### src/rtl/approx_sweep_pkg.sv
// Shared definitions for the exact/approximate multiplier sweep controller:
// FSM states, result-select codes and width helpers derived from the operand width.
package approx_sweep_pkg;

    typedef enum logic [1:0] {
        S_IDLE  = 2'd0,
        S_ISSUE = 2'd1,
        S_DRAIN = 2'd2,
        S_DONE  = 2'd3
    } state_t;

    localparam logic [1:0] SEL_MISMATCH = 2'd0;
    localparam logic [1:0] SEL_SUM      = 2'd1;
    localparam logic [1:0] SEL_MAX      = 2'd2;
    localparam logic [1:0] SEL_STATUS   = 2'd3;

    function automatic int prod_w(input int w);
        return 2 * w;
    endfunction

    function automatic int cnt_w(input int w);
        return 2 * w + 1;
    endfunction

    function automatic int sum_w(input int w);
        return 4 * w;
    endfunction

endpackage

### src/rtl/err_accum.sv
// Absolute-error computation between exact and approximate products, feeding
// the mismatch counter, the error sum and the running maximum error.
module err_accum
    import approx_sweep_pkg::*;
#(
    parameter int W = 4
)
(
    input  logic             clk,
    input  logic             rst,
    input  logic             clear,
    input  logic             sample_en,
    input  logic [2*W-1:0]   exact_p,
    input  logic [2*W-1:0]   approx_p,
    output logic [2*W:0]     mismatch_cnt,
    output logic [4*W-1:0]   err_sum,
    output logic [2*W-1:0]   max_err
);

    localparam int PW = prod_w(W);
    localparam int CW = cnt_w(W);
    localparam int SW = sum_w(W);

    logic [PW:0]   diff;
    logic [PW:0]   mag;
    logic [PW-1:0] err;

    // One extra bit keeps the difference signed; its magnitude always fits in PW bits.
    always_comb begin
        diff = {1'b0, exact_p} - {1'b0, approx_p};
        mag  = diff[PW] ? (~diff + 1'b1) : diff;
        err  = mag[PW-1:0];
    end

    always_ff @(posedge clk) begin
        if (rst || clear) begin
            mismatch_cnt <= '0;
            err_sum      <= '0;
            max_err      <= '0;
        end else if (sample_en) begin
            mismatch_cnt <= mismatch_cnt + CW'(err != '0);
            err_sum      <= err_sum + SW'(err);
            if (err > max_err) begin
                max_err <= err;
            end
        end
    end

endmodule

### src/rtl/approx_sweep_ctrl.sv
// Sweeps every operand pair through the shared multiplier datapath, tracks the
// in-flight pairs across the datapath latency and reports one error metric.
module approx_sweep_ctrl
    import approx_sweep_pkg::*;
#(
    parameter int W   = 4,
    parameter int LAT = 1
)
(
    input  logic             clk,
    input  logic             rst,
    input  logic             start,
    input  logic [1:0]       sel,
    output logic [W-1:0]     op_a,
    output logic [W-1:0]     op_b,
    output logic             op_valid,
    input  logic [2*W-1:0]   exact_p,
    input  logic [2*W-1:0]   approx_p,
    output logic             busy,
    output logic             done,
    output logic [4*W-1:0]   result
);

    localparam int IW = prod_w(W);
    localparam int SW = sum_w(W);
    localparam logic [IW-1:0] LAST_IDX = '1;

    state_t          state;
    state_t          state_next;
    logic [IW-1:0]   idx;
    logic            accept;
    logic            pending;
    logic            sample_en;
    logic [LAT:0]    vpipe;
    logic [LAT:0]    vchain;
    logic [2*W:0]    mismatch_cnt;
    logic [4*W-1:0]  err_sum;
    logic [2*W-1:0]  max_err;

    assign accept = start && ((state == S_IDLE) || (state == S_DONE));

    always_ff @(posedge clk) begin
        if (rst) begin
            state <= S_IDLE;
        end else begin
            state <= state_next;
        end
    end

    // A combinational datapath has nothing left in flight after the last issue.
    always_comb begin
        state_next = state;
        case (state)
            S_IDLE:  if (start) state_next = S_ISSUE;
            S_ISSUE: if (idx == LAST_IDX) state_next = (LAT == 0) ? S_DONE : S_DRAIN;
            S_DRAIN: if (!pending) state_next = S_DONE;
            S_DONE:  if (start) state_next = S_ISSUE;
            default: state_next = S_IDLE;
        endcase
    end

    // idx is the pair currently presented; it wraps to 0 after the final pair.
    always_ff @(posedge clk) begin
        if (rst) begin
            idx      <= '0;
            op_valid <= 1'b0;
        end else if (accept) begin
            idx      <= '0;
            op_valid <= 1'b1;
        end else if (state == S_ISSUE) begin
            idx      <= idx + 1'b1;
            op_valid <= (idx != LAST_IDX);
        end
    end

    assign op_a = idx[IW-1:W];
    assign op_b = idx[W-1:0];

    // vchain[k] is op_valid delayed by k cycles; vchain[LAT] marks a returning product.
    always_comb begin
        vchain    = vpipe;
        vchain[0] = op_valid;
        sample_en = vchain[LAT];
        pending   = 1'b0;
        for (int k = 1; k < LAT; k++) begin
            pending = pending | vchain[k];
        end
    end

    always_ff @(posedge clk) begin
        if (rst) begin
            vpipe <= '0;
        end else begin
            vpipe <= vchain << 1;
        end
    end

    err_accum #(.W(W)) u_err_accum (
        .clk          (clk),
        .rst          (rst),
        .clear        (accept),
        .sample_en    (sample_en),
        .exact_p      (exact_p),
        .approx_p     (approx_p),
        .mismatch_cnt (mismatch_cnt),
        .err_sum      (err_sum),
        .max_err      (max_err)
    );

    assign busy = (state == S_ISSUE) || (state == S_DRAIN);
    assign done = (state == S_DONE);

    always_comb begin
        result = '0;
        case (sel)
            SEL_MISMATCH: result = SW'(mismatch_cnt);
            SEL_SUM:      result = err_sum;
            SEL_MAX:      result = SW'(max_err);
            SEL_STATUS:   result = {done, busy, {(SW-2){1'b0}}};
            default:      result = '0;
        endcase
    end

endmodule

### config.mk
export PLATFORM = sky130hd
export DESIGN_NAME = approx_sweep_ctrl
export DESIGN_NICKNAME = d
export VERILOG_FILES = /design/src/rtl/approx_sweep_pkg.sv /design/src/rtl/err_accum.sv /design/src/rtl/approx_sweep_ctrl.sv
export SDC_FILE = /design/constraint.sdc
export NUM_CORES = 1
export LEC_CHECK = 0
export BUFFER_PORTS_ARGS = -buffer_cell sky130_fd_sc_hd__buf_2
export CAP_MARGIN = 20
export CELL_PAD_IN_SITES_DETAIL_PLACEMENT = 1
export CELL_PAD_IN_SITES_GLOBAL_PLACEMENT = 1
export CORE_MARGIN = 8
export CORE_UTILIZATION = 43
export DETAILED_ROUTE_END_ITERATION = 12
export GPL_TIMING_DRIVEN = 0
export PLACE_DENSITY_LB_ADDON = 0.1
export SLEW_MARGIN = 40
export SYNTH_ARGS = -nofsm -noshare
export SYNTH_HDL_FRONTEND = slang
export SYNTH_SLANG_ARGS = --single-unit
### constraint.sdc
create_clock -name clk -period 5.25 [get_ports clk]
set_input_delay 0.525 -clock clk [delete_from_list [all_inputs] [get_ports clk]]
set_output_delay 0.525 -clock clk [all_outputs]
set_load 0.05 [all_outputs]
Word-level counts from Yosys, hierarchy flattened
Index checks and enable logic that the tools add are counted.
{"block": "word_totals", "latch_bits": 0, "output_inout_bits": 27, "ff_bits": 45, "romBits": 0, "ram_bits": 0, "n_memories": 0}
{"block": "classes", "addsub": 5, "n_mul": 0, "mux": 7, "order_cmp": 1, "shifts": 0, "div_mod_pow": 0, "reduce_logical": 12, "n_eq_ne": 10, "n_bitwise": 1}
{"operator": "case mux 16 bit (4 select lines)", "count": 1}
{"operator": "adder 16 x 8 -> 16 bit", "count": 1}
{"operator": "adder 8 x 1 -> 8 bit (second input constant)", "count": 2}
{"operator": "adder 9 x 1 -> 9 bit", "count": 1}
{"operator": "subtractor 8 x 8 -> 9 bit", "count": 1}
{"operator": "== test 2 bit (second input constant)", "count": 4}
{"operator": "== test 8 bit (second input constant)", "count": 1}
{"operator": "> comparator 8 bit", "count": 1}
{"operator": "two-way mux 8 bit", "count": 1}
{"operator": "!= test 8 bit (second input constant)", "count": 1}
{"operator": "inverter 8 bit", "count": 1}
{"operator": "nonzero test 8 bit", "count": 1}
{"operator": "case mux 2 bit (3 select lines)", "count": 1}
{"operator": "== test 2 x 1 -> 1 bit (second input constant)", "count": 2}
{"operator": "logical NOT 2 bit", "count": 2}
{"operator": "two-way mux 2 bit", "count": 2}
{"operator": "AND reduction 2 bit", "count": 2}
{"operator": "OR reduction 2 bit", "count": 2}
{"operator": "logical OR 1 bit", "count": 3}
{"operator": "two-way mux 1 bit", "count": 2}
{"operator": "!= test 2 x 1 -> 1 bit (second input constant)", "count": 1}
{"operator": "!= test 2 bit (second input constant)", "count": 1}
{"operator": "nonzero test 2 bit", "count": 1}
{"operator": "logical AND 1 bit", "count": 1}

Longest topological paths before layout
Gate-level depths: netlist of run 1.
{"block": "depth", "ltp_word": 6, "ltp_mapped": 20, "mapped_depth_nobuf": 19}

Cells and area by module
Synthesis of run 1 repeated with hierarchy kept, for this count alone.
{"block": "unflattened", "hier_cells": 373, "hier_area_um2": 3200.6}
{"module": "err_accum", "seq_area_each_um2": 660.6, "n_inst": 1, "cells_each": 274, "area_per_inst_um2": 2397.3}
{"module": "approx_sweep_ctrl", "seq_area_each_um2": 240.2, "n_inst": 1, "cells_each": 99, "area_per_inst_um2": 803.3}

Least setup slack after synthesis of run 1
Ideal clock, no wire load.
{"block": "synth_path", "path_kind": "in2reg", "from": "in exact_p[0]", "to": "reg u_err_accum.max_err[0]", "stages": 19, "arrival_time_ps": 3735, "path_buffers": 1, "setup_slack_ps": 1429, "cell_sequence": "inv_1 > ha_1 > inv_1 > fa_1 > nand3_1 > nand2_1 > xor2_1 > or2_4 > o31ai_1 > xor2_1 > inv_1 > ha_1 > nand4_1 > o21ai_0 > a211oi_1 > or2_2 > buf_4 > nor2_1 > a211oi_1"}
{"block": "synth_via", "elab_chain_cells": 6}
{"item": "start, declared", "line": "approx_sweep_ctrl.sv:17", "text": "input logic [2*W-1:0] exact_p,"}
{"item": "subtractor 8 x 8 -> 9 bit *", "line": "err_accum.sv:30", "text": "diff = {1'b0, exact_p} - {1'b0, approx_p};"}
{"item": "inverter 8 bit", "line": "err_accum.sv:31", "text": "mag = diff[PW] ? (~diff + 1'b1) : diff;"}
{"item": "adder 8 x 1 -> 8 bit", "line": "err_accum.sv:31"}
{"item": "two-way mux 8 bit *", "line": "err_accum.sv:31"}
{"item": "> comparator 8 bit", "line": "err_accum.sv:43", "text": "if (err > max_err) begin"}
{"item": "AND reduction 2 bit (no line)"}
{"item": "end signal, assigned", "line": "err_accum.sv:44", "text": "max_err <= err;"}
{"item": "end, declared", "line": "err_accum.sv:17", "text": "output logic [2*W-1:0] max_err"}
Mark *: on every way between the ends. The rest lies on a longest branch, timed or not.
A chain may end at the register's enable or synchronous reset.

Worst setup path in the final report of run 1
{"block": "layout_path", "from": "in exact_p[0]", "to": "reg u_err_accum.err_sum[15]"}
{"block": "layout_via", "elab_chain_cells": 5}
{"item": "subtractor 8 x 8 -> 9 bit *", "line": "err_accum.sv:30"}
{"item": "inverter 8 bit", "line": "err_accum.sv:31"}
{"item": "adder 8 x 1 -> 8 bit", "line": "err_accum.sv:31"}
{"item": "two-way mux 8 bit *", "line": "err_accum.sv:31"}
{"item": "adder 16 x 8 -> 16 bit *", "line": "err_accum.sv:42", "text": "err_sum <= err_sum + SW'(err);"}
{"item": "end signal, assigned", "line": "err_accum.sv:42"}
{"item": "end, declared", "line": "err_accum.sv:16", "text": "output logic [4*W-1:0] err_sum,"}
Marks and branches as above.

==> results.sh, run 1 <==
export IMPL_pwr_share_clk_pct=17.2
export IMPL_syn_to_final_growth_pct=14.2
export IMPL_synth_fp_nets=434
export IMPL_crit_path_end_kind="register"
export IMPL_cts_buffer_depth=2
export IMPL_pwr_share_seq_pct=32.7
export IMPL_drc=0
export IMPL_path_class="in2reg"
export IMPL_post_cts_resized=0
export IMPL_max_vdd_ir_drop_v=0.000158
export IMPL_wirelength_um=8040
export IMPL_p_int_uw=699
export IMPL_cts_setup_buffers=0
export IMPL_max_freq_mhz=241
export IMPL_clkTransAtPathRegs_ns=0.09
export IMPL_yosysSeqAreaShare_pct=28.8
export IMPL_htree_levels=2
export IMPL_cp_start_kind="primary input"
export IMPL_power_frac_comb_pct=50.1
export IMPL_maxSlewHeadroom_pct=52.1
export IMPL_maxCapViolCount=0
export IMPL_yosysTopAreaCell="dfxtp_1"
export IMPL_route_vias_total=2784
export IMPL_hold_viol_final=0
export IMPL_status="completed"
export IMPL_avgSynthCellArea_um2=8.26
export IMPL_clkSinkCount=45
export IMPL_final_max_slew_viol_count=0
export IMPL_cts_buffers=5
export IMPL_die_y_um=101
export IMPL_switching_share_pct=44.3
export IMPL_crit_path_frequent_cell="inv_1"
export IMPL_initial_core_util_pct=43.8
export IMPL_ios=48
export IMPL_ys_warn_count=0
export IMPL_root_buffer="clkbuf_8"
export IMPL_grt_pass1_wl_um=13800
export IMPL_final_nets=488
export IMPL_tritoncts="built"
export IMPL_power_per_cell_area_nw_per_um2=352
export IMPL_switchingPower_uw=557
export IMPL_syn_area_um2=3130
export IMPL_setup_viol=0
export IMPL_cp_top_family="compound AO/OA/AOI/OAI gates"
export IMPL_seqCellArea_um2=901
export IMPL_slowest_stage="a31oi_1"
export IMPL_fin_crit_sh_pct=79.0
export IMPL_dp_hpwl_um=6570
export IMPL_rsz0062_at_grt="false"
export IMPL_setup_ws_ns=1.10
export IMPL_die_w_um=101
export IMPL_grt_max_degree=14
export IMPL_crit_fanout=6
export IMPL_cpPeakStageDelay_ns=0.48
export IMPL_worst_pin_slew_ns=0.718
export IMPL_post_synth_top_count_cell="dfxtp_1"
export IMPL_multi_input_area_um2=2080
export IMPL_critPathBufInv=4
export IMPL_synth_common_cells="45 x dfxtp_1, 39 x nor2_1, 32 x ha_1"
export IMPL_floorplan_die_area_um2=10300
export IMPL_coreArea_um2=7140
export IMPL_insertion_delay_ns=0.31
export IMPL_grt_pass1_vias=2894
export IMPL_power_leakage_uw=0.00159
export IMPL_grt_antenna_before_repair=0
export IMPL_dr_pass1_iters=4
export IMPL_hold_path_class="in2reg"
export IMPL_overflow=0
export IMPL_fill_cells=931
export IMPL_place_ws_ns=0.744
export IMPL_ys_ff_latch=45
export IMPL_fin_skew_ns=0.00701
export IMPL_std_cell_rows=31
export IMPL_cp_arrival_ns=4.33
export IMPL_reg2reg_setup_slack_ns=2.75
export IMPL_layout_min_cycle_time_ns=4.15
export IMPL_finish_utilization_pct=50.1
export IMPL_drt_iter0_markers=60
export IMPL_crit_required_ns=5.43
export IMPL_synth_distinct_cells=47
export IMPL_crit_chain="buf_2, inv_1, ha_1, inv_1, fa_1, nand3_1, nand2_1, xor2_1, or2_4, o31ai_1, xor2_1, inv_1, ha_1, a21o_1, nor3_1, o21ai_0, a31oi_1, and3b_1, xnor2_1, nor2_1"
export IMPL_async_flop_share_pct=0
export IMPL_vias_per_cell=5.22
export IMPL_hold_ws_ns=0.450
export IMPL_drive_gt1_share_pct=15.2
export IMPL_synth_top_area_share_pct=28.8
export IMPL_grt_usage_pct=16.8
export IMPL_postRouteAntennaNets=0
export IMPL_post_drt_wl_per_cell_um=15.1
export IMPL_synth_ff_type="dfxtp_1"
export IMPL_synth_enable_flop_cells=0
export IMPL_netlist_instances=379
export IMPL_setup_tns_ns=0
export IMPL_synth_area_leaders="dfxtp_1 29%, ha_1 13%, xor2_1 6.2%"
export IMPL_port_buffers=47
export IMPL_n_antenna_cell=0
export IMPL_finalWeightedCongestion=0.819
export IMPL_ctsHoldBuffers=0
==> layer usage <==
metal	part of all wire, %	vias to the layer above	GRT usage [%]
met5	0	-	0
met4	1.2	0	4.47
met3	3.7	10	3.02
met2	48	33	28.0
met1	47	1324	21.5
li1	-	1417	-
==> sequential cells by signal, summed over array words and instances, names as in the netlist <==
name / flops
idx: 8
op_valid: 1
state: 2
u_err_accum.err_sum: 16
u_err_accum.max_err: 8
u_err_accum.mismatch_cnt: 9
vpipe: 1
==> worst register-to-register path, delay by kind of cell (launching register included) <==
kind                     cells  cell delay (ns)
AO/OA/AOI/OAI                4             1.06
XOR/XNOR                     1             0.16
adder cells (fa/ha/maj)      2             0.63
flip-flops                   1             0.33
AND/OR/NAND/NOR              2             0.18
==> per-stage QoR <==
stage / total power (uW) / area, um2 / cells
final: 1260 / 3570 / 533
after global routing: 1360 / 3570 / 533
after CTS: 1270 / 3570 / 533
after detailed placement: 1050 / 3490 / 525
after global placement: 1030 / 3490 / 525
after floorplan: 897 / 3130 / 379
==> cells in the final DEF, fill, tap and decap left out, drive strengths merged, types with 2 or more instances in the layout <==
| master | n |
|---|---|
| buf | 52 |
| dfxtp | 45 |
| nor2 | 39 |
| ha | 32 |
| a21oi | 29 |
| inv | 27 |
| nand2 | 27 |
| o21ai | 25 |
| xor2 | 22 |
| mux2i | 17 |
| clkbuf | 13 |
| xnor2 | 11 |
| or3 | 9 |
| nand3 | 9 |
| nand4 | 9 |
| nor3 | 9 |
| nor2b | 7 |
| and2 | 6 |
| nand2b | 6 |
| and3 | 6 |
| a21o | 5 |
| a211oi | 4 |
| o22ai | 4 |
| o31ai | 2 |
| a31oi | 2 |
| o21bai | 2 |
| nand3b | 2 |
| fa | 2 |
| or2 | 2 |
==> path summary, 6_finish.rpt <==
path,start,to,cells after the start
setup / recovery,exact_p[0],u_err_accum.err_sum[15],20
hold / removal,rst,state[1],2
setup reg to reg,u_err_accum.err_sum[0],u_err_accum.err_sum[8],9
hold reg to reg,state[1],state[1],2
==> cell families (layout without fill, tap and decap cells) <==
family	Yosys count	after routing	synth area share [%]
AOI/OAI and AO/OA	78	78	15.9
xor gates and xnor gates	33	33	9.48
adders and majority gates	34	34	14.1
buffers and inverters	38	93	4.72
DFF	45	45	28.8
muxes	17	17	5.44
and+or+nand+nor	134	134	21.6
==> final cells by class <==
| cell class | count | share of cell area, % |
|---|---|---|
| Inverter | 27 | 2.84 |
| Sequential cell | 45 | 25.2 |
| Timing Repair Buffer | 47 | 6.58 |
| Clock buffer | 7 | 2.14 |
| Clock inverter | 1 | 0.210 |
| Multi-Input combinational cell | 296 | 58.2 |
| Buffer | 11 | 1.30 |
| Tap cell | 99 | 3.47 |
==> power by group through the flow <==
stage	clock (uW)	sequential, uW	combinational [uW]
5_1_grt	241	416	706
2_1_floorplan	0	435	462
6_report	216	411	629
3_3_place_gp	0	417	611
3_5_place_dp	0	419	631
4_1_cts	225	411	636
No activity file was read; power rests on OpenSTA's default activity.
==> inputs of run 2 (changes only) <==
==> constraint.sdc (replaced) <==
create_clock -name clk -period 4.24 [get_ports clk]
set_input_delay 0.424 -clock clk [delete_from_list [all_inputs] [get_ports clk]]
set_output_delay 0.424 -clock clk [all_outputs]
set_load 0.05 [all_outputs]
==> results.sh, run 2 (synthesized netlist as in run 1, its figures left out) <==
export IMPL_hold_path_class="in2reg"
export IMPL_cts_setup_buffers=0
export IMPL_layout_common_cells="48 x buf_2, 45 x dfxtp_1, 39 x nor2_1, 32 x ha_1"
export IMPL_die_w_um=101
export IMPL_power_leakage_uw=0.00159
export IMPL_fill_cells=929
export IMPL_ios=48
export IMPL_dr_pass1_iters=4
export IMPL_grt_max_degree=14
export IMPL_path_class="in2reg"
export IMPL_worst_pin_slew_ns=0.708
export IMPL_stdcell_count=533
export IMPL_root_buffer="clkbuf_8"
export IMPL_floorplan_die_area_um2=10300
export IMPL_post_drt_wl_per_cell_um=15.1
export IMPL_cts_buffer_depth=2
export IMPL_insertion_delay_ns=0.30
export IMPL_std_cell_rows=31
export IMPL_grt_pass1_vias=2894
export IMPL_clkTransAtPathRegs_ns=0.09
export IMPL_hold_viol_final=0
export IMPL_final_area_um2=3580
export IMPL_finalWeightedCongestion=0.819
export IMPL_dp_hpwl_um=6570
export IMPL_crit_path_end_kind="register"
export IMPL_cp_arrival_ns=4.14
export IMPL_wirelength_um=8070
export IMPL_grt_antenna_before_repair=0
export IMPL_crit_required_ns=4.42
export IMPL_fin_crit_sh_pct=93.4
export IMPL_drt_iter0_markers=62
export IMPL_ctsHoldBuffers=0
export IMPL_grt_usage_pct=16.8
export IMPL_postRouteAntennaNets=0
export IMPL_place_ws_ns=-0.165
export IMPL_grt_pass1_wl_um=13800
export IMPL_vias_per_cell=5.24
export IMPL_htree_levels=2
export IMPL_maxSlewHeadroom_pct=52.8
export IMPL_max_vdd_ir_drop_v=0.000195
export IMPL_syn_to_final_growth_pct=14.5
export IMPL_largest_registers="u_err_accum.err_sum: 16 flops, u_err_accum.mismatch_cnt: 9 flops"
export IMPL_overflow=0
export IMPL_dpl_cell_area_um2=3490
export IMPL_initial_core_util_pct=43.8
export IMPL_status="completed"
export IMPL_n_antenna_cell=0
export IMPL_final_max_slew_viol_count=0
export IMPL_route_vias_total=2791
export IMPL_port_buffers=47
export IMPL_die_y_um=101
export IMPL_crit_fanout=10
export IMPL_fin_skew_ns=0.00643
export IMPL_multi_input_area_um2=2090
export IMPL_numPlacedInstances=525
export IMPL_seqCellArea_um2=901
export IMPL_largest_reg_flops=16
export IMPL_tritoncts="built"
export IMPL_setup_viol=0
export IMPL_largest_register="u_err_accum.err_sum"
export IMPL_setup_ws_ns=0.279
export IMPL_maxCapViolCount=0
export IMPL_coreArea_um2=7140
export IMPL_final_common_cell="buf_2"
export IMPL_final_nets=488
export IMPL_layout_min_cycle_time_ns=3.96
export IMPL_cts_buffers=5
export IMPL_power_per_cell_area_nw_per_um2=436
export IMPL_drc=0
export IMPL_cp_start_kind="primary input"
export IMPL_drive_gt1_share_pct=15.7
export IMPL_max_freq_mhz=252
export IMPL_clkSinkCount=45
export IMPL_setup_tns_ns=0
[run 2: cell count changes in the layout (fill, tap and decap cells not counted)]
cell | previous run | this run
a211oi_2 | 0 | 1
o21ai_1 | 0 | 1
a31oi_1 | 2 | 1
a31oi_2 | 0 | 1
o21ai_0 | 25 | 24
a211oi_1 | 4 | 3
[run 2: power breakdown]
| part | leakage [uW] | total (uW) | internal, uW | switching, uW |
|---|---|---|---|---|
| clock network | 0.0000385 | 267 | 117 | 151 |
| registers | 0.000364 | 509 | 468 | 40.3 |
| logic | 0.00119 | 787 | 282 | 505 |
[run 2: per-stage QoR]
step                hold slack (ns)  power, uW  utilization [%]
detailed placement            0.468       1300             48.9
CTS                           0.348       1580             50.1
global placement              0.463       1270             48.9
global route                  0.357       1700             50.2
floorplan                     0.443       1110                -
finish                        0.350       1560             50.2
[run 2: repair_timing]
item | 4_1_cts | 5_1_grt
setup endpoints to repair | 0 | 8
gates resized for setup | 0 | 3
hold endpoints to repair | 0 | 0
[run 2: worst max-delay path, cell delays in order]
cell and delay, ns:
buf_2 0.09, inv_1 0.05, ha_1 0.16, inv_1 0.05, fa_1 0.42, nand3_1 0.11, nand2_1 0.06, xor2_1 0.17
or2_4 0.27, o31ai_1 0.28, xor2_1 0.30, inv_1 0.13, ha_1 0.31, nand4_1 0.15, o21ai_1 0.25, nor2_1 0.13
or2_2 0.35, buf_4 0.19, a21oi_1 0.17, nor2_1 0.05
[run 2: worst paths after layout]
path                                from                     end  slack [ns]  depth (start not counted)
hold / removal                       rst                state[1]        0.35                          2
setup reg to reg  u_err_accum.err_sum[0]  u_err_accum.err_sum[8]        1.75                          9
hold reg to reg                 state[1]                state[1]        0.48                          2
setup / recovery              exact_p[0]  u_err_accum.max_err[1]        0.28                         20
[run 2: area by class of cell]
type | instances | share of cell area (%)
inverter | 27 | 2.83
clock inverter | 1 | 0.209
buffer | 11 | 1.29
timing repair buffer | 47 | 6.56
clock buffer | 7 | 2.13
tap | 99 | 3.46
multi-input combinational | 296 | 58.4
sequential | 45 | 25.1
[run 2: metal layers]
metal | wire length [um] | vias to the layer above | global-route usage (%)
met1 | 3830 | 1331 | 21.5
met5 | 0 | - | 0
li1 | - | 1417 | -
met4 | 95 | 0 | 4.47
met2 | 3850 | 33 | 28.0
met3 | 301 | 10 | 3.02
